==> config.mk <==
export PLATFORM = sky130hd
export DESIGN_NAME = ysyx_23060096_ifu_flat
export DESIGN_NICKNAME = d
export VERILOG_FILES = /design/src/rtl/ysyx_23060096_ifu_if.sv /design/src/rtl/ysyx_23060096_ifu.sv /design/src/flat_wrapper.sv
export SDC_FILE = /design/constraint.sdc
export NUM_CORES = 1
export LEC_CHECK = 0
export CORE_AREA = 4 4 180 182
export DETAILED_ROUTE_END_ITERATION = 8
export DIE_AREA = 0 0 184 186
export GPL_TIMING_DRIVEN = 0
export PLACE_DENSITY_LB_ADDON = 0.1
export SYNTH_ARGS = -nofsm -noshare
export SYNTH_HDL_FRONTEND = slang
export SYNTH_SLANG_ARGS = --single-unit
==> constraint.sdc <==
create_clock -name clk -period 2.5 [get_ports clk]
set_input_delay 0.5 -clock clk [delete_from_list [all_inputs] [get_ports clk]]
set_output_delay 0.5 -clock clk [all_outputs]
set_load 0.05 [all_outputs]
==> src/rtl/ysyx_23060096_ifu_if.sv <==
// ---------------------------------------------------------------------------
// ysyx_23060096_ifu_if
// Bundles the fetch unit's handshake and bus signals.
//   fetch control : fetch_en
//   imem request  : imem_req_valid, imem_req_ready, imem_req_addr
//   imem response : imem_rsp_valid, imem_rsp_data, imem_rsp_err
//   decode port   : inst_valid, inst_ready, inst, inst_pc, inst_err
//   redirect      : redirect_valid, redirect_pc
// master = fetch unit side, slave = memory/decode/execute side.
// ---------------------------------------------------------------------------
interface ysyx_23060096_ifu_if #(
  parameter int XLEN = 32
);
  logic            fetch_en;
  logic            imem_req_valid;
  logic            imem_req_ready;
  logic [XLEN-1:0] imem_req_addr;
  logic            imem_rsp_valid;
  logic [31:0]     imem_rsp_data;
  logic            imem_rsp_err;
  logic            inst_valid;
  logic            inst_ready;
  logic [31:0]     inst;
  logic [XLEN-1:0] inst_pc;
  logic            inst_err;
  logic            redirect_valid;
  logic [XLEN-1:0] redirect_pc;

  modport master (
    input  fetch_en,
    output imem_req_valid, imem_req_addr,
    input  imem_req_ready,
    input  imem_rsp_valid, imem_rsp_data, imem_rsp_err,
    output inst_valid, inst, inst_pc, inst_err,
    input  inst_ready,
    input  redirect_valid, redirect_pc
  );

  modport slave (
    output fetch_en,
    input  imem_req_valid, imem_req_addr,
    output imem_req_ready,
    output imem_rsp_valid, imem_rsp_data, imem_rsp_err,
    input  inst_valid, inst, inst_pc, inst_err,
    output inst_ready,
    output redirect_valid, redirect_pc
  );
endinterface

==> src/rtl/ysyx_23060096_ifu.sv <==
// ---------------------------------------------------------------------------
// ysyx_23060096_ifu
// Decoupled instruction fetch front end. Issues sequential in-order requests
// to instruction memory, buffers responses with their PCs in a DEPTH-entry
// FIFO and presents the FIFO head to decode. A redirect flushes the FIFO and
// marks every in-flight response to be discarded.
// Ports:
//   clk   : clock, all state on rising edge
//   rstn  : asynchronous active-low reset
//   bus   : ysyx_23060096_ifu_if.master (fetch enable, imem request and
//           response, decode valid/ready port, redirect)
// ---------------------------------------------------------------------------
module ysyx_23060096_ifu #(
  parameter int              XLEN     = 32,
  parameter logic [XLEN-1:0] RESET_PC = 32'h8000_0000,
  parameter int              DEPTH    = 4
) (
  input logic                 clk,
  input logic                 rstn,
  ysyx_23060096_ifu_if.master bus
);
  localparam int              PW      = $clog2(DEPTH);
  localparam int              CW      = PW + 1;
  localparam logic [CW:0]     LIMIT   = (CW+1)'(DEPTH);
  localparam logic [XLEN-1:0] PC_STEP = XLEN'(4);

  logic [XLEN-1:0]  r_fetch_pc;
  logic [XLEN-1:0]  r_rsp_pc;
  logic [CW-1:0]    r_outstanding;
  logic [CW-1:0]    r_drop;
  logic [CW-1:0]    r_count;
  logic [PW-1:0]    r_rd_ptr;
  logic [PW-1:0]    r_wr_ptr;
  logic [31:0]      r_inst_mem [DEPTH];
  logic [XLEN-1:0]  r_pc_mem   [DEPTH];
  logic [DEPTH-1:0] r_err_mem;

  logic            w_credit;
  logic            w_req_fire;
  logic            w_rsp_take;
  logic            w_push;
  logic            w_pop;
  logic [CW-1:0]   w_out_next;
  logic [XLEN-1:0] w_redir_pc;

  // Credit counts buffered plus in-flight entries so every response has a
  // FIFO slot; it uses registered state only, so inst_ready never reaches
  // imem_req_valid combinationally.
  assign w_credit   = ({1'b0, r_count} + {1'b0, r_outstanding}) < LIMIT;
  assign w_req_fire = bus.imem_req_valid & bus.imem_req_ready;
  // A response with nothing outstanding is a protocol error and is ignored.
  assign w_rsp_take = bus.imem_rsp_valid & (r_outstanding != '0);
  assign w_push     = w_rsp_take & (r_drop == '0) & ~bus.redirect_valid;
  assign w_pop      = bus.inst_valid & bus.inst_ready;
  assign w_out_next = r_outstanding + CW'(w_req_fire) - CW'(w_rsp_take);
  assign w_redir_pc = {bus.redirect_pc[XLEN-1:2], 2'b00};

  // rstn gates the request so nothing is offered while reset is held.
  assign bus.imem_req_valid = rstn & bus.fetch_en & w_credit;
  assign bus.imem_req_addr  = r_fetch_pc;
  assign bus.inst_valid     = (r_count != '0);
  assign bus.inst           = r_inst_mem[r_rd_ptr];
  assign bus.inst_pc        = r_pc_mem[r_rd_ptr];
  assign bus.inst_err       = r_err_mem[r_rd_ptr];

  always_ff @(posedge clk or negedge rstn) begin
    if (!rstn) begin
      r_fetch_pc    <= RESET_PC;
      r_rsp_pc      <= RESET_PC;
      r_outstanding <= '0;
      r_drop        <= '0;
      r_count       <= '0;
      r_rd_ptr      <= '0;
      r_wr_ptr      <= '0;
    end else begin
      r_outstanding <= w_out_next;
      if (bus.redirect_valid) begin
        r_fetch_pc <= w_redir_pc;
        r_rsp_pc   <= w_redir_pc;
        // Everything still in flight after this edge, including a request
        // accepted in this very cycle, belongs to the old stream.
        r_drop     <= w_out_next;
        r_count    <= '0;
        r_rd_ptr   <= '0;
        r_wr_ptr   <= '0;
      end else begin
        if (w_req_fire) r_fetch_pc <= r_fetch_pc + PC_STEP;
        if (w_push)     r_rsp_pc   <= r_rsp_pc + PC_STEP;
        if (w_rsp_take && (r_drop != '0)) r_drop <= r_drop - 1'b1;
        r_count <= r_count + CW'(w_push) - CW'(w_pop);
        if (w_push) r_wr_ptr <= r_wr_ptr + 1'b1;
        if (w_pop)  r_rd_ptr <= r_rd_ptr + 1'b1;
      end
    end
  end

  // Storage is cleared on reset so the decode outputs read zero.
  always_ff @(posedge clk or negedge rstn) begin
    if (!rstn) begin
      for (int i = 0; i < DEPTH; i++) begin
        r_inst_mem[i] <= '0;
        r_pc_mem[i]   <= '0;
      end
      r_err_mem <= '0;
    end else if (w_push) begin
      r_inst_mem[r_wr_ptr] <= bus.imem_rsp_data;
      r_pc_mem[r_wr_ptr]   <= r_rsp_pc;
      r_err_mem[r_wr_ptr]  <= bus.imem_rsp_err;
    end
  end
endmodule

==> src/flat_wrapper.sv <==
// flat-port wrapper written by rule: the top's interface ports become plain ports
module ysyx_23060096_ifu_flat 
#(
  parameter int              XLEN     = 32,
  parameter logic [XLEN-1:0] RESET_PC = 32'h8000_0000,
  parameter int              DEPTH    = 4
)
  (clk, rstn, bus_fetch_en, bus_imem_req_valid, bus_imem_req_addr, bus_imem_req_ready, bus_imem_rsp_valid, bus_imem_rsp_data, bus_imem_rsp_err, bus_inst_valid, bus_inst, bus_inst_pc, bus_inst_err, bus_inst_ready, bus_redirect_valid, bus_redirect_pc);
  ysyx_23060096_ifu_if #(.XLEN(XLEN)) bus_i ();
  input logic clk;
  input logic rstn;
  input wire logic [$bits(bus_i.fetch_en)-1:0] bus_fetch_en;
  output wire logic [$bits(bus_i.imem_req_valid)-1:0] bus_imem_req_valid;
  output wire logic [$bits(bus_i.imem_req_addr)-1:0] bus_imem_req_addr;
  input wire logic [$bits(bus_i.imem_req_ready)-1:0] bus_imem_req_ready;
  input wire logic [$bits(bus_i.imem_rsp_valid)-1:0] bus_imem_rsp_valid;
  input wire logic [$bits(bus_i.imem_rsp_data)-1:0] bus_imem_rsp_data;
  input wire logic [$bits(bus_i.imem_rsp_err)-1:0] bus_imem_rsp_err;
  output wire logic [$bits(bus_i.inst_valid)-1:0] bus_inst_valid;
  output wire logic [$bits(bus_i.inst)-1:0] bus_inst;
  output wire logic [$bits(bus_i.inst_pc)-1:0] bus_inst_pc;
  output wire logic [$bits(bus_i.inst_err)-1:0] bus_inst_err;
  input wire logic [$bits(bus_i.inst_ready)-1:0] bus_inst_ready;
  input wire logic [$bits(bus_i.redirect_valid)-1:0] bus_redirect_valid;
  input wire logic [$bits(bus_i.redirect_pc)-1:0] bus_redirect_pc;
  assign bus_i.fetch_en = bus_fetch_en;
  assign bus_imem_req_valid = bus_i.imem_req_valid;
  assign bus_imem_req_addr = bus_i.imem_req_addr;
  assign bus_i.imem_req_ready = bus_imem_req_ready;
  assign bus_i.imem_rsp_valid = bus_imem_rsp_valid;
  assign bus_i.imem_rsp_data = bus_imem_rsp_data;
  assign bus_i.imem_rsp_err = bus_imem_rsp_err;
  assign bus_inst_valid = bus_i.inst_valid;
  assign bus_inst = bus_i.inst;
  assign bus_inst_pc = bus_i.inst_pc;
  assign bus_inst_err = bus_i.inst_err;
  assign bus_i.inst_ready = bus_inst_ready;
  assign bus_i.redirect_valid = bus_redirect_valid;
  assign bus_i.redirect_pc = bus_redirect_pc;
  ysyx_23060096_ifu #(.XLEN(XLEN), .RESET_PC(RESET_PC), .DEPTH(DEPTH)) u_core (.clk(clk), .rstn(rstn), .bus(bus_i));
endmodule
* Yosys cells after proc, flatten, opt, wreduce, memory -nomap -nowiden
Cells that the tools add are included.
** Word-level totals
- Bits in registers :: 337
- Bits of input ports :: 72
- Output and inout bits :: 99
- Word-level logic and storage cells :: 80
** Cells by class
- Add/subtract/negate cells :: 10
- Order comparisons :: 7
- Multiplexer cells :: 26
- Bitwise logic cells :: 10
- Reductions and logical operators :: 11
** Operators by type and width (number)
- $mux W32 :: 9
- $bwmux W128 :: 2
- $bmux W32 S2 :: 2
- $add A32 B3 Y32 const B :: 2
- $demux W32 S2 :: 1
- $mux W3 :: 3
- $reduce_bool A3 Y1 :: 3
- $mux W2 :: 4
- $reduce_bool A2 Y1 :: 4
- $and A1 B1 Y1 :: 7
- $add A3 B1 Y3 :: 2
- $ge A3 B3 Y1 const B :: 2
- $lt A2 B3 Y1 const B :: 2
- $not A2 Y3 :: 2
- $sub A3 B1 Y3 :: 2
- $add A2 B1 Y2 const B :: 2
- $add A3 B3 Y4 :: 1
- $bwmux W4 :: 1
- $lt A4 B3 Y1 const B :: 1
- $logic_and A1 B1 Y1 :: 3
- $logic_not A3 Y1 :: 1
- $lt A3 B1 Y1 const B :: 1
- $sub A3 B1 Y3 const B :: 1
- $bmux W1 S2 :: 1
- 4 further kinds :: 5

* Logic depth before layout (Yosys ltp)
Gate-level depths: netlist of run 1.
- Depth after elaboration :: 7
- Depth in mapped cells :: 11
- Mapped depth without buffers :: 10

* Worst setup path after synthesis of run 1
Ideal clock, no wire load.
- Kind :: reg2reg
- Start :: register u_core.r_outstanding[0]
- End :: register u_core.r_drop[2]
- Library setup time :: 0.136 ns
- Data arrival time :: 2.379 ns
- Data required time :: 2.364 ns
- Slack :: -0.014 ns
- Stages on the path, launching flop included :: 12
- Buffers on the path :: 1
- Clock period less this slack :: 2.514 ns
- Cell sequence :: dfrtp_1 > o31ai_1 > clkbuf_1 > inv_1 > ha_1 > inv_1 > ha_1 > fa_1 > xnor2_1 > xnor2_1 > nand2_1 > o21ai_0
** On the way
- Cells in the longest elaborated chain, start to end :: 7
- Elaborated cells between the ends (all ways) :: 11
- Those cells by class :: add/sub: 3; order compare: 1; mux: 1; bitwise: 3; reduce/logical: 3
** Ends and longest elaborated chain
- start, declared :: line ysyx_23060096_ifu.sv:29 : logic [CW-1:0] r_outstanding;
- start signal, assigned :: line ysyx_23060096_ifu.sv:76 : r_outstanding <= w_out_next;
- $add A3 B3 Y4 :: line ysyx_23060096_ifu.sv:49 : assign w_credit = ({1'b0, r_count} + {1'b0, r_outstanding}) < LIMIT;
- $lt A4 B3 Y1 :: line ysyx_23060096_ifu.sv:49
- $and A1 B1 Y1 :: line ysyx_23060096_ifu.sv:59 : assign bus.imem_req_valid = rstn & bus.fetch_en & w_credit;
- $and A1 B1 Y1 :: line ysyx_23060096_ifu.sv:50 : assign w_req_fire = bus.imem_req_valid & bus.imem_req_ready;
- $add A3 B1 Y3 :: line ysyx_23060096_ifu.sv:55 : assign w_out_next = r_outstanding + CW'(w_req_fire) - CW'(w_rsp_take);
- $sub A3 B1 Y3 * :: line ysyx_23060096_ifu.sv:55
- named net u_core.w_out_next[2] :: line ysyx_23060096_ifu.sv:43 : logic [CW-1:0] w_out_next;
- $mux W3 * :: line ysyx_23060096_ifu.sv:77 : if (bus.redirect_valid) begin
- end signal, assigned :: line ysyx_23060096_ifu.sv:82 : r_drop <= w_out_next;
- end signal, assigned :: line ysyx_23060096_ifu.sv:89 : if (w_rsp_take && (r_drop != '0)) r_drop <= r_drop - 1'b1;
- end, declared :: line ysyx_23060096_ifu.sv:30 : logic [CW-1:0] r_drop;
Mark *: on every way through the listed nets, which the timed path passes. The rest lies on a longest branch.
A chain may end at the register's enable or synchronous reset.

* Final worst setup path of run 1
- Start :: register u_core.r_rd_ptr[0]
- End :: output bus_inst_pc[12]
** On the way
- Cells in the longest elaborated chain, start to end :: 4
** Ends and longest elaborated chain
- start, declared :: line ysyx_23060096_ifu.sv:32 : logic [PW-1:0] r_rd_ptr;
- start signal, assigned :: line ysyx_23060096_ifu.sv:92 : if (w_pop) r_rd_ptr <= r_rd_ptr + 1'b1;
- $not A2 Y3 (implied by the code) :: line ysyx_23060096_ifu.sv:63 : assign bus.inst_pc = r_pc_mem[r_rd_ptr];
- $bmux W32 S2 :: line ysyx_23060096_ifu.sv:63
- $mux W32 (implied by the code) (2 in series) :: line ysyx_23060096_ifu.sv:63
- end, declared :: line flat_wrapper.sv:21 : output wire logic [$bits(bus_i.inst_pc)-1:0] bus_inst_pc;
Every way passes these cells. The select of a mux whose other input is x is not followed.

==> impl_metrics.csv, run 1 <==
group,metric,value,unit
placement,place_congestion,0.9071,
clock_network,h-tree-depth,2,
sta,period_share,1.025,
die,io_pins,171,
critical_path,crit_fanout,6,
die,die-area,34220,µm²
drt,vias_per_cell,5.960,
run,drv_cap,0,
sta,grt_setup_unrepaired,"true",
synth,synthFlopType,"dfrtp_1",
clock_network,cts_buffer_depth,3,
synth,synth_warnings,0,
drt,ant_nets,0,
critical_path,start_kind,"flop",
grt,gr-usage-all-layers,0.2314,
clock_network,clkTransAtPathRegs,0.06,ns
sta,slew_viol_final,0,
die,die_w,184,µm
finish,design_area,19640,µm²
critical_path,cp_cell_sequence,"clkbuf_16, buf_16, mux4_2, buf_8",
drt,avgRoutedWirePerCell,21.86,µm
placement,place_area,17760,µm²
power,total_leakage_power,8.703,nW
clock_network,clock-root-buffer,"clkbuf_16",
clock_network,cts_tree,"built",
critical_path,crit_path_end_kind,"primary output",
critical_path,worstSetupPathType,"flop to primary output",
power,p_per_area,1143,nW/µm²
grt,grt_pass1_wl,62440,µm
critical_path,critPathMaxStageDelay,0.58,ns
placement,pre_cts_slack,-1.051,ns
critical_path,crit_slowest_cell,"mux4_2",
grt,grt_max_degree,118,
placement,io_buffers,164,
sta,setup_slack,-0.06136,ns
sta,tightest_slew,0.7513,ns
die,die_h,186,µm
placement,hpwl,26550,µm
synth,synthCells,1156,
finish,drive_gt1_frac,0.4061,
run_status,status,"finished, violations left",
power,peakVddDrop,0.8857,mV
synth,synth_area,15520,µm²
drt,post-route-drc-count,0,
sta,hold_viol_final,0,
finish,diodes,0,
drt,met2_length,19290,µm
drt,drt-met1-wl,17380,µm
drt,top_layer,"met4",
finish,stdcell_count,1807,
placement,dpl.cell_count,1722,
synth,synth_area_per_cell,13.43,µm²
die,core_region_area,30590,µm²
clock_network,clk_latency,0.52,ns
drt,drt_iter0_markers,721,
sta,relSlewSlack,0.4949,
die,num_rows,64,
hold_path,hold_path_class,"input port to asynchronous set/reset pin",
grt,antenna_found_initial,0,
grt,grt_pass1_vias,11000,
critical_path,cp.required,2.00,ns
synth,ys_ff_latch,325,
clock_network,cts_sinks,325,
synth,ys_seq_area_frac,0.5241,
sta,clock.fmax,390.4,MHz
drt,wl_met3,1853,µm
finish,nets,1472,
drt,vias,10770,
sta,fin_crit,2.561,ns
critical_path,crit_arrival,2.06,ns
synth,synth-edff-count,0,
sta,finalSetupViolations,32,
grt,grt_remaining_overflow,0,
die,start_util,0.5075,
synth,synthArstFlopShare,1.000,
drt,drt_wl_total,39500,µm
sta,finClkSkew,0.01108,ns
run_status,violations,"negative setup slack",
synth,synthDistinctLibCells,56,
drt,firstDrtPassIters,5,
clock_network,numCtsBuffers,36,
finish,syn_to_final_growth,26.50,%
-- placed cells by master, fill, tap and decap left out, types with 6 or more instances in the layout --
| master | synthesis | final |
|---|---|---|
| nand3_1 | 20 | 20 |
| nor2b_1 | 7 | 7 |
| dfrtp_2 | 0 | 6 |
| or4_1 | 11 | 10 |
| mux2_2 | 257 | 257 |
| clkdlybuf4s50_1 | 0 | 98 |
| dfrtp_1 | 323 | 317 |
| a211oi_1 | 22 | 22 |
| clkbuf_4 | 0 | 7 |
| xnor2_1 | 10 | 8 |
| a31oi_1 | 15 | 15 |
| clkbuf_8 | 0 | 17 |
| nand2_1 | 33 | 33 |
| ha_1 | 14 | 10 |
| clkbuf_1 | 43 | 24 |
| or2_2 | 6 | 6 |
| nor2_1 | 48 | 47 |
| buf_4 | 4 | 26 |
| clkbuf_2 | 0 | 7 |
| clkinv_2 | 0 | 6 |
| buf_2 | 30 | 38 |
| o21ai_0 | 13 | 12 |
| a21oi_1 | 13 | 13 |
| and3_1 | 10 | 10 |
| xor2_1 | 8 | 8 |
| and4_1 | 13 | 13 |
| or3_1 | 10 | 9 |
| nor3b_1 | 6 | 6 |
| nand4_1 | 21 | 21 |
| mux4_2 | 63 | 63 |
| buf_6 | 2 | 49 |
| o31ai_1 | 13 | 12 |
| inv_1 | 25 | 23 |
| clkbuf_16 | 0 | 42 |
| nor4_1 | 23 | 20 |
| nor3_1 | 26 | 24 |
-- flip-flops by register name (all words and copies together) (netlist names) --
signal and cells:
u_core.r_inst_mem 128, u_core.r_pc_mem 120, u_core.r_outstanding 3, u_core.bus.imem_req_addr 30, u_core.r_drop 3, u_core.r_wr_ptr 2
u_core.r_count 3, u_core.r_err_mem 4, u_core.r_rsp_pc 30, u_core.r_rd_ptr 2
-- critical path, delay by kind of cell (launching register included) --
family | cells | cell delay [ns]
mux | 1 | 0.58
buf+inv | 3 | 0.53
flops | 1 | 0.43
-- cells by family (layout without fill, tap and decap cells) --
group | count (synthesis) | count (layout) | synth area share
xor gates and xnor gates | 18 | 18 | 0.01016
other | 1 | 4 | 0.0002416
buffers and inverters | 110 | 362 | 0.03095
adders and majority gates | 16 | 16 | 0.01386
AOI/OAI and AO/OA | 108 | 108 | 0.04973
muxes | 324 | 324 | 0.2804
and+or+nand+nor | 254 | 254 | 0.09059
DFF | 325 | 325 | 0.5241
-- area by class of cell --
| cell class | count | area (µm²) |
|---|---|---|
| buffer | 77 | 533.0 |
| fill | 2316 | 10950 |
| inverter | 25 | 97.59 |
| clock buffer | 53 | 1116 |
| multi-input combinational | 724 | 7078 |
| tap | 396 | 495.5 |
| sequential | 325 | 8143 |
| timing repair buffer | 195 | 2029 |
| clock inverter | 12 | 145.1 |
-- routing by layer --
layer  vias to the layer above  global-route usage
met5                         -                   0
li1                       4804                   -
met1                      5599              0.3311
met4                         0             0.06389
met3                        74             0.03400
met2                       292              0.3743
-- through the flow --
stage / total power (W) / TNS [ns] / util / hold WS, ns
6_report: 0.02244 / -0.7545 / 0.6420 / 0.006104
5_1_grt: 0.02350 / -3.745 / 0.6420 / 0.07117
4_1_cts: 0.02224 / -1.303 / 0.6331 / 0.05152
3_5_place_dp: 0.01599 / -292.38 / 0.5806 / 0.4901
3_3_place_gp: 0.01586 / -5112.50 / 0.5778 / 0.4829
2_1_floorplan: 0.01323 / 0 / - / 0.2044
-- power by group --
part | switching, W | internal (W) | total, W | leakage, nW
combinational | 0.00533 | 0.00429 | 0.00962 | 3.83
clock | 0.00215 | 0.00341 | 0.00555 | 0.628
sequential | 0.000795 | 0.00647 | 0.00727 | 4.24
-- repair_timing --
item	CTS	global route
hold buffers	0	0
pin swaps	7	10
setup buffers	12	11
setup endpoints to repair	345	102
resized for setup	487	40
cloned	2	3
-- final timing paths --
path                                                    from                            endpoint  slack, ns  cells after the start
max reg2reg                u_core.r_outstanding[0]$_DFF_PN0_        u_core.r_drop[2]$_DFFE_PN0P_       0.03                     11
max                           u_core.r_rd_ptr[0]$_DFFE_PN0P_                     bus_inst_pc[12]      -0.06                      4
min in group clk           u_core.r_inst_mem[34]$_DFFE_PN0P_   u_core.r_inst_mem[34]$_DFFE_PN0P_       0.50                      1
min                                                     rstn     u_core.r_pc_mem[83]$_DFFE_PN0P_      0.006                      2
min reg2reg                u_core.r_inst_mem[34]$_DFFE_PN0P_   u_core.r_inst_mem[34]$_DFFE_PN0P_       0.50                      1
max in group asynchronous                               rstn  u_core.r_inst_mem[113]$_DFFE_PN0P_       1.09                      4
-- Yosys cell counts (14+ instances only) --
library cell    n  area (µm²)
a31oi_1        15       93.84
mux2_2        257        2894
ha_1           14       175.2
nor2_1         48       180.2
nor4_1         23       143.9
mux4_2         63        1419
nand4_1        21       131.4
clkbuf_1       43       161.4
a211oi_1       22       165.2
nand2_1        33       123.9
inv_1          25       93.84
nand3_1        20       100.1
buf_2          30       150.1
dfrtp_1       323        8083
nor3_1         26       130.1
Power figures use the tool's default switching activity.
==> run 2, diff against run 1 <==
--- a/config.mk
+++ b/config.mk
@@ -5,9 +5,10 @@
 export SDC_FILE = /design/constraint.sdc
 export NUM_CORES = 1
 export LEC_CHECK = 0
-export CORE_AREA = 4 4 180 182
+export ABC_AREA = 1
+export CORE_AREA = 4 4 186 188
 export DETAILED_ROUTE_END_ITERATION = 8
-export DIE_AREA = 0 0 184 186
+export DIE_AREA = 0 0 190 192
 export GPL_TIMING_DRIVEN = 0
 export PLACE_DENSITY_LB_ADDON = 0.1
 export SYNTH_ARGS = -nofsm -noshare
==> impl_metrics.csv, run 2 <==
group,metric,value,unit
finish,final_cell_mix,"nand2_1 (798), dfrtp_1 (320), o21ai_1 (261), nor2_1 (211), o21ai_0 (150)",
die,start_util,0.5131,
run_status,status,"finished, violations left",
placement,pre_cts_slack,-1.152,ns
critical_path,crit_slowest_cell,"dfrtp_2",
grt,grt_remaining_overflow,0,
sta,hold_viol_final,0,
grt,gr-usage-all-layers,0.3041,
clock_network,cts_buffer_depth,3,
critical_path,crit_fanout,6,
critical_path,crit_buf_inv,5,
run,drv_cap,0,
clock_network,h-tree-depth,2,
synth,synth-edff-count,0,
drt,vias,16440,
critical_path,critPathTopFamily,"buffers and inverters",
die,num_rows,67,
synth,synthCells,2255,
finish,top_regs,"u_core.r_inst_mem x128, u_core.r_pc_mem x120",
clock_network,clkTransAtPathRegs,0.06,ns
sta,fin_crit,2.520,ns
finish,drive_gt1_frac,0.1346,
synth,synthTopCellsByCount,"nand2_1 (799), dfrtp_1 (323), o21ai_1 (248), nor2_1 (220), o21ai_0 (165)",
clock_network,cts_sinks,325,
power,peakVddDrop,0.6717,mV
die,die-area,36480,µm²
sta,fin_setup_tns,-0.05716,ns
sta,setup_slack,-0.02042,ns
hold_path,hold_path_class,"input port to asynchronous set/reset pin",
finish,top_register,"u_core.r_inst_mem",
placement,dpl.cell_count,2872,
synth,synth_area_per_cell,7.534,µm²
power,p_per_area,1104,nW/µm²
synth,post-synth-top-count-cell,"nand2_1",
sta,grt_setup_unrepaired,"true",
grt,grt_max_degree,104,
critical_path,start_kind,"flop",
sta,period_share,1.008,
placement,hpwl,38190,µm
synth,ys_ff_latch,325,
sta,slew_viol_final,0,
placement,place_congestion,0.9326,
sta,finalSetupViolations,6,
grt,grt_pass1_wl,88490,µm
placement,place_area,19260,µm²
critical_path,crit_arrival,2.02,ns
finish,largest_register_ffs,128,
drt,ant_nets,0,
sta,finClkSkew,0.008789,ns
drt,avgRoutedWirePerCell,18.85,µm
synth,synthFlopType,"dfrtp_1",
grt,antenna_found_initial,0,
drt,vias_per_cell,5.555,
synth,synth_warnings,0,
sta,tightest_slew,0.6242,ns
critical_path,cp_cell_sequence,"buf_12, clkinv_8, buf_12, buf_8, nor2_1, o22ai_2, buf_6",
finish,syn_to_final_growth,25.15,%
drt,post-route-drc-count,0,
synth,yosys.area.top_type_share,0.4758,
sta,clock.fmax,396.8,MHz
die,die_w,190,µm
finish,nets,2572,
grt,grt_pass1_vias,16490,
die,die_h,192,µm
synth,synthDistinctLibCells,39,
critical_path,cp_common_cell,"buf_12",
synth,yosysTopAreaCell,"dfrtp_1",
die,core_region_area,33110,µm²
clock_network,clock-root-buffer,"clkbuf_16",
synth,synthArstFlopShare,1.000,
sta,relSlewSlack,0.5838,
clock_network,numCtsBuffers,38,
synth,synth_area,16990,µm²
finish,diodes,0,
placement,io_buffers,164,
clock_network,clk_latency,0.52,ns
clock_network,cts_tree,"built",
finish,fill_cells,2928,
finish,design_area,21260,µm²
die,io_pins,171,
critical_path,crit_path_end_kind,"primary output",
run_status,violations,"negative setup slack",
drt,drt_iter0_markers,1362,
finish,stdcell_count,2960,
critical_path,cp.required,2.00,ns
synth,ys_seq_area_frac,0.4789,
critical_path,critPathMaxStageDelay,0.45,ns
drt,firstDrtPassIters,7,
finish,layout_commonest_cell,"nand2_1",
drt,drt_wl_total,55790,µm
synth,synthTopCellsByArea,"dfrtp_1 (48%), nand2_1 (18%), o21ai_1 (7.3%)",
sta,hold_ws,0.04733,ns
critical_path,worstSetupPathType,"flop to primary output",
power,total_leakage_power,10.99,nW
run 2: stage by stage:
step | power (W) | util
4_1_cts | 0.02308 | 0.6342
3_3_place_gp | 0.01698 | 0.5799
5_1_grt | 0.02463 | 0.6421
6_report | 0.02347 | 0.6421
2_1_floorplan | 0.01367 | -
3_5_place_dp | 0.01715 | 0.5817
run 2: final cells by class:
| class | count | area, µm² | area share |
|---|---|---|---|
| well taps | 448 | 560.5 | 0.02636 |
| repair inverters | 1 | 16.27 | 0.0007650 |
| clock inverters | 10 | 131.4 | 0.006179 |
| clock buffers | 58 | 1170 | 0.05502 |
| repair buffers | 187 | 1969 | 0.09263 |
| flip-flops and latches | 325 | 8139 | 0.3828 |
| multi-input cells | 1669 | 7739 | 0.3640 |
| plain buffers | 157 | 1125 | 0.05290 |
| inverters | 105 | 411.6 | 0.01936 |
run 2: where the power goes:
| part | leakage [nW] | internal [W] | switching, W | total, W |
|---|---|---|---|---|
| logic | 6.04 | 0.00338 | 0.00713 | 0.0105 |
| registers | 4.31 | 0.00646 | 0.000746 | 0.00720 |
| clock network | 0.640 | 0.00354 | 0.00222 | 0.00575 |
| total | 11.0 | 0.0134 | 0.0101 | 0.0235 |
run 2: repair_timing:
| action | in CTS | in global routing |
|---|---|---|
| resized for setup | 480 | 85 |
| buffers inserted | 5 | 3 |
| setup endpoints to repair | 100 | 65 |
| endpoints found under the hold margin | 96 | 0 |
| pin swaps | 14 | 18 |
| cloned | 3 | 4 |
| hold buffers | 7 | 0 |
run 2: worst paths after layout:
path                                                            to  slack [ns]  cells after the start                         startpoint
worst max register to register        u_core.r_drop[2]$_DFFE_PN0P_        0.07                     12  u_core.r_outstanding[2]$_DFF_PN0_
worst min register to register   u_core.r_inst_mem[86]$_DFFE_PN0P_        0.47                      2  u_core.r_inst_mem[86]$_DFFE_PN0P_
min in group clk                 u_core.r_inst_mem[86]$_DFFE_PN0P_        0.47                      2  u_core.r_inst_mem[86]$_DFFE_PN0P_
worst min-delay path            u_core.r_inst_mem[114]$_DFFE_PN0P_        0.05                      2                               rstn
worst max-delay path                               bus_inst_pc[13]       -0.02                      7     u_core.r_rd_ptr[0]$_DFFE_PN0P_
max in group asynchronous        u_core.r_inst_mem[54]$_DFFE_PN0P_        1.48                      2                               rstn
run 2: kinds of logic after synthesis:
logic type | synth area share
AND/OR/NAND/NOR | 0.2659
AO/OA/AOI/OAI | 0.1551
flip-flops | 0.4789
buffers and inverters | 0.07696
XOR/XNOR | 0.01031
adder cells (fa/ha/maj) | 0.01267
other | 0.0002207
run 2: metal layers:
layer,vias up,track usage,routed length [µm]
met5,-,0,0
met4,0,0.1519,2782
met3,167,0.04089,3748
met2,696,0.5102,26730
met1,7799,0.3894,22530
li1,7781,-,-
==> run 3, diff against run 2 <==
--- a/config.mk
+++ b/config.mk
@@ -6,9 +6,11 @@
 export NUM_CORES = 1
 export LEC_CHECK = 0
 export ABC_AREA = 1
-export CORE_AREA = 4 4 186 188
+export CELL_PAD_IN_SITES_DETAIL_PLACEMENT = 1
+export CELL_PAD_IN_SITES_GLOBAL_PLACEMENT = 1
+export CORE_AREA = 4 4 217 219
 export DETAILED_ROUTE_END_ITERATION = 8
-export DIE_AREA = 0 0 190 192
+export DIE_AREA = 0 0 221 223
 export GPL_TIMING_DRIVEN = 0
 export PLACE_DENSITY_LB_ADDON = 0.1
 export SYNTH_ARGS = -nofsm -noshare
==> constraint.sdc (replaced) <==
create_clock -name clk -period 2.5 [get_ports clk]
set_input_delay 0.5 -clock clk [delete_from_list [all_inputs] [get_ports clk]]
set_output_delay 0.5 -clock clk [all_outputs]
set_load 0.005 [all_outputs]
==> impl_metrics.csv, run 3 (same netlist as run 2, synthesis figures left out) <==
group,metric,value,unit
run_status,status,"finished, violations left",
run_status,violations,"negative hold slack, negative setup slack",
drt,firstDrtPassIters,7,
clock_network,clkTransAtPathRegs,0.06,ns
power,total_leakage_power,11.10,nW
critical_path,crit_slowest_cell,"dfrtp_2",
critical_path,crit_arrival,2.04,ns
sta,setup_slack,-0.04206,ns
drt,drt_iter0_markers,968,
finish,syn_to_final_growth,27.58,%
die,die-area,49280,µm²
sta,relSlewSlack,0.5501,
sta,hold_ws,-0.01224,ns
clock_network,clock-root-buffer,"clkbuf_16",
die,die_h,223,µm
critical_path,start_kind,"flop",
drt,ant_nets,0,
grt,gr-usage-all-layers,0.2596,
die,start_util,0.3768,
placement,place_congestion,0.8615,
sta,clock.fmax,393.4,MHz
clock_network,numCtsBuffers,40,
critical_path,cp.required,2.00,ns
die,die_w,221,µm
grt,grt_pass1_wl,102400,µm
sta,fin_crit,2.542,ns
power,p_per_area,962.3,nW/µm²
finish,top_register,"u_core.r_inst_mem",
critical_path,critPathMaxStageDelay,0.41,ns
finish,fill_cells,5537,
power,peakVddDrop,0.5522,mV
grt,antenna_found_initial,1,
critical_path,worstSetupPathType,"flop to primary output",
finish,layout_commonest_cell,"nand2_1",
drt,vias,16510,
finish,top_regs,"u_core.r_inst_mem x128, u_core.r_pc_mem x120",
die,core_region_area,45090,µm²
clock_network,clk_latency,0.56,ns
sta,finClkSkew,0.02493,ns
hold_path,hold_path_class,"input port to asynchronous set/reset pin",
grt,grt_pass1_vias,17870,
die,num_rows,78,
finish,nets,2581,
run,drv_cap,0,
sta,finalSetupViolations,9,
drt,drt_wl_total,65300,µm
finish,final_cell_mix,"nand2_1 (799), dfrtp_1 (320), o21ai_1 (318), nor2_1 (191), clkdlybuf4s50_1 (99)",
drt,avgRoutedWirePerCell,20.94,µm
sta,period_share,1.017,
clock_network,cts_buffer_depth,3,
critical_path,cp_cell_sequence,"buf_8, clkinv_8, buf_6, clkbuf_16, o21ai_4, o22ai_2, dlygate4sd2_1",
clock_network,cts_sinks,325,
critical_path,crit_path_end_kind,"primary output",
finish,drive_gt1_frac,0.1568,
critical_path,crit_fanout,10,
sta,grt_setup_unrepaired,"true",
drt,vias_per_cell,5.292,
sta,tightest_slew,0.6749,ns
sta,slew_viol_final,0,
finish,diodes,0,
finish,largest_register_ffs,128,
drt,post-route-drc-count,0,
sta,hold_viol_final,6,
grt,grt_max_degree,83,
sta,fin_setup_tns,-0.1332,ns
placement,io_buffers,164,
grt,grt_remaining_overflow,0,
clock_network,h-tree-depth,2,
clock_network,cts_tree,"built",
placement,hpwl,45380,µm
die,io_pins,171,
run 3: changes by cell type in the layout (fill, tap and decap cells not counted), moves of 18 or more:
cell / before / now
nor2_1: 211 / 191
o21ai_1: 261 / 318
buf_6: 50 / 32
o21ai_2: 2 / 22
buf_2: 60 / 92
o21ai_0: 150 / 71
buf_4: 54 / 26
run 3: path summary, 6_finish.rpt:
| check | start | end | slack, ns | cells after the start |
|---|---|---|---|---|
| hold reg to reg | u_core.r_pc_mem[83]$_DFFE_PN0P_ | u_core.r_pc_mem[83]$_DFFE_PN0P_ | 0.47 | 2 |
| hold / removal | rstn | u_core.r_inst_mem[23]$_DFFE_PN0P_ | -0.01 | 2 |
| min in group clk | u_core.r_pc_mem[83]$_DFFE_PN0P_ | u_core.r_pc_mem[83]$_DFFE_PN0P_ | 0.47 | 2 |
| setup reg to reg | u_core.r_outstanding[1]$_DFF_PN0_ | u_core.r_drop[2]$_DFFE_PN0P_ | 0.18 | 13 |
| max in group asynchronous | rstn | u_core.r_inst_mem[85]$_DFFE_PN0P_ | 1.41 | 3 |
| setup / recovery | u_core.r_rd_ptr[0]$_DFFE_PN0P_ | bus_inst[14] | -0.04 | 7 |
run 3: critical path, delay by kind of cell, from the launching register on:
kind                   cells  cell delay (ns)
buffers and inverters      5             0.83
AOI/OAI and AO/OA          2             0.23
DFF                        1             0.41
run 3: power breakdown:
group | internal, W | leakage [nW] | switching [W]
combinational | 0.00325 | 6.17 | 0.00462
sequential | 0.00646 | 4.31 | 0.000827
clock | 0.00333 | 0.622 | 0.00237
total | 0.0130 | 11.1 | 0.00782
run 3: cell type report:
type                       count  area, µm²  area share
inverter                     105      411.6     0.01899
clock inverter                 6      41.29    0.001905
tap                          600      750.7     0.03464
clock buffer                  62       1216     0.05611
sequential                   325       8139      0.3755
timing repair buffer         199       1903     0.08780
buffer                       153       1217     0.05617
multi-input combinational   1669       7995      0.3689
run 3: timing repair:
action                                  CTS  global route
cloned                                    6             0
endpoints found under the setup margin   86            56
endpoints found under the hold margin    57             0
hold buffers                              6             0
buffers inserted                         16             4
resized for setup                       414           141
pin swaps                                38            29
run 3: per-stage QoR:
stage | setup WS (ns) | cells | instance area (µm²) | utilization | total power [W]
2_1_floorplan | 0.2927 | 2258 | 17000 | - | 0.01084
3_3_place_gp | -14.39 | 3022 | 19390 | 0.4301 | 0.01440
3_5_place_dp | -0.7768 | 3025 | 19480 | 0.4320 | 0.01463
4_1_cts | -0.1197 | 3119 | 21720 | 0.4818 | 0.02097
5_1_grt | -0.08523 | 3119 | 21670 | 0.4807 | 0.02210
6_report | -0.04206 | 3119 | 21670 | 0.4807 | 0.02086
run 3: metal layers:
layer,up-vias,wire length [µm],global-route usage
li1,7769,-,-
met1,8246,28020,0.3234
met2,376,32740,0.4653
met3,114,2465,0.03921
met4,0,2077,0.08174
met5,-,0,0
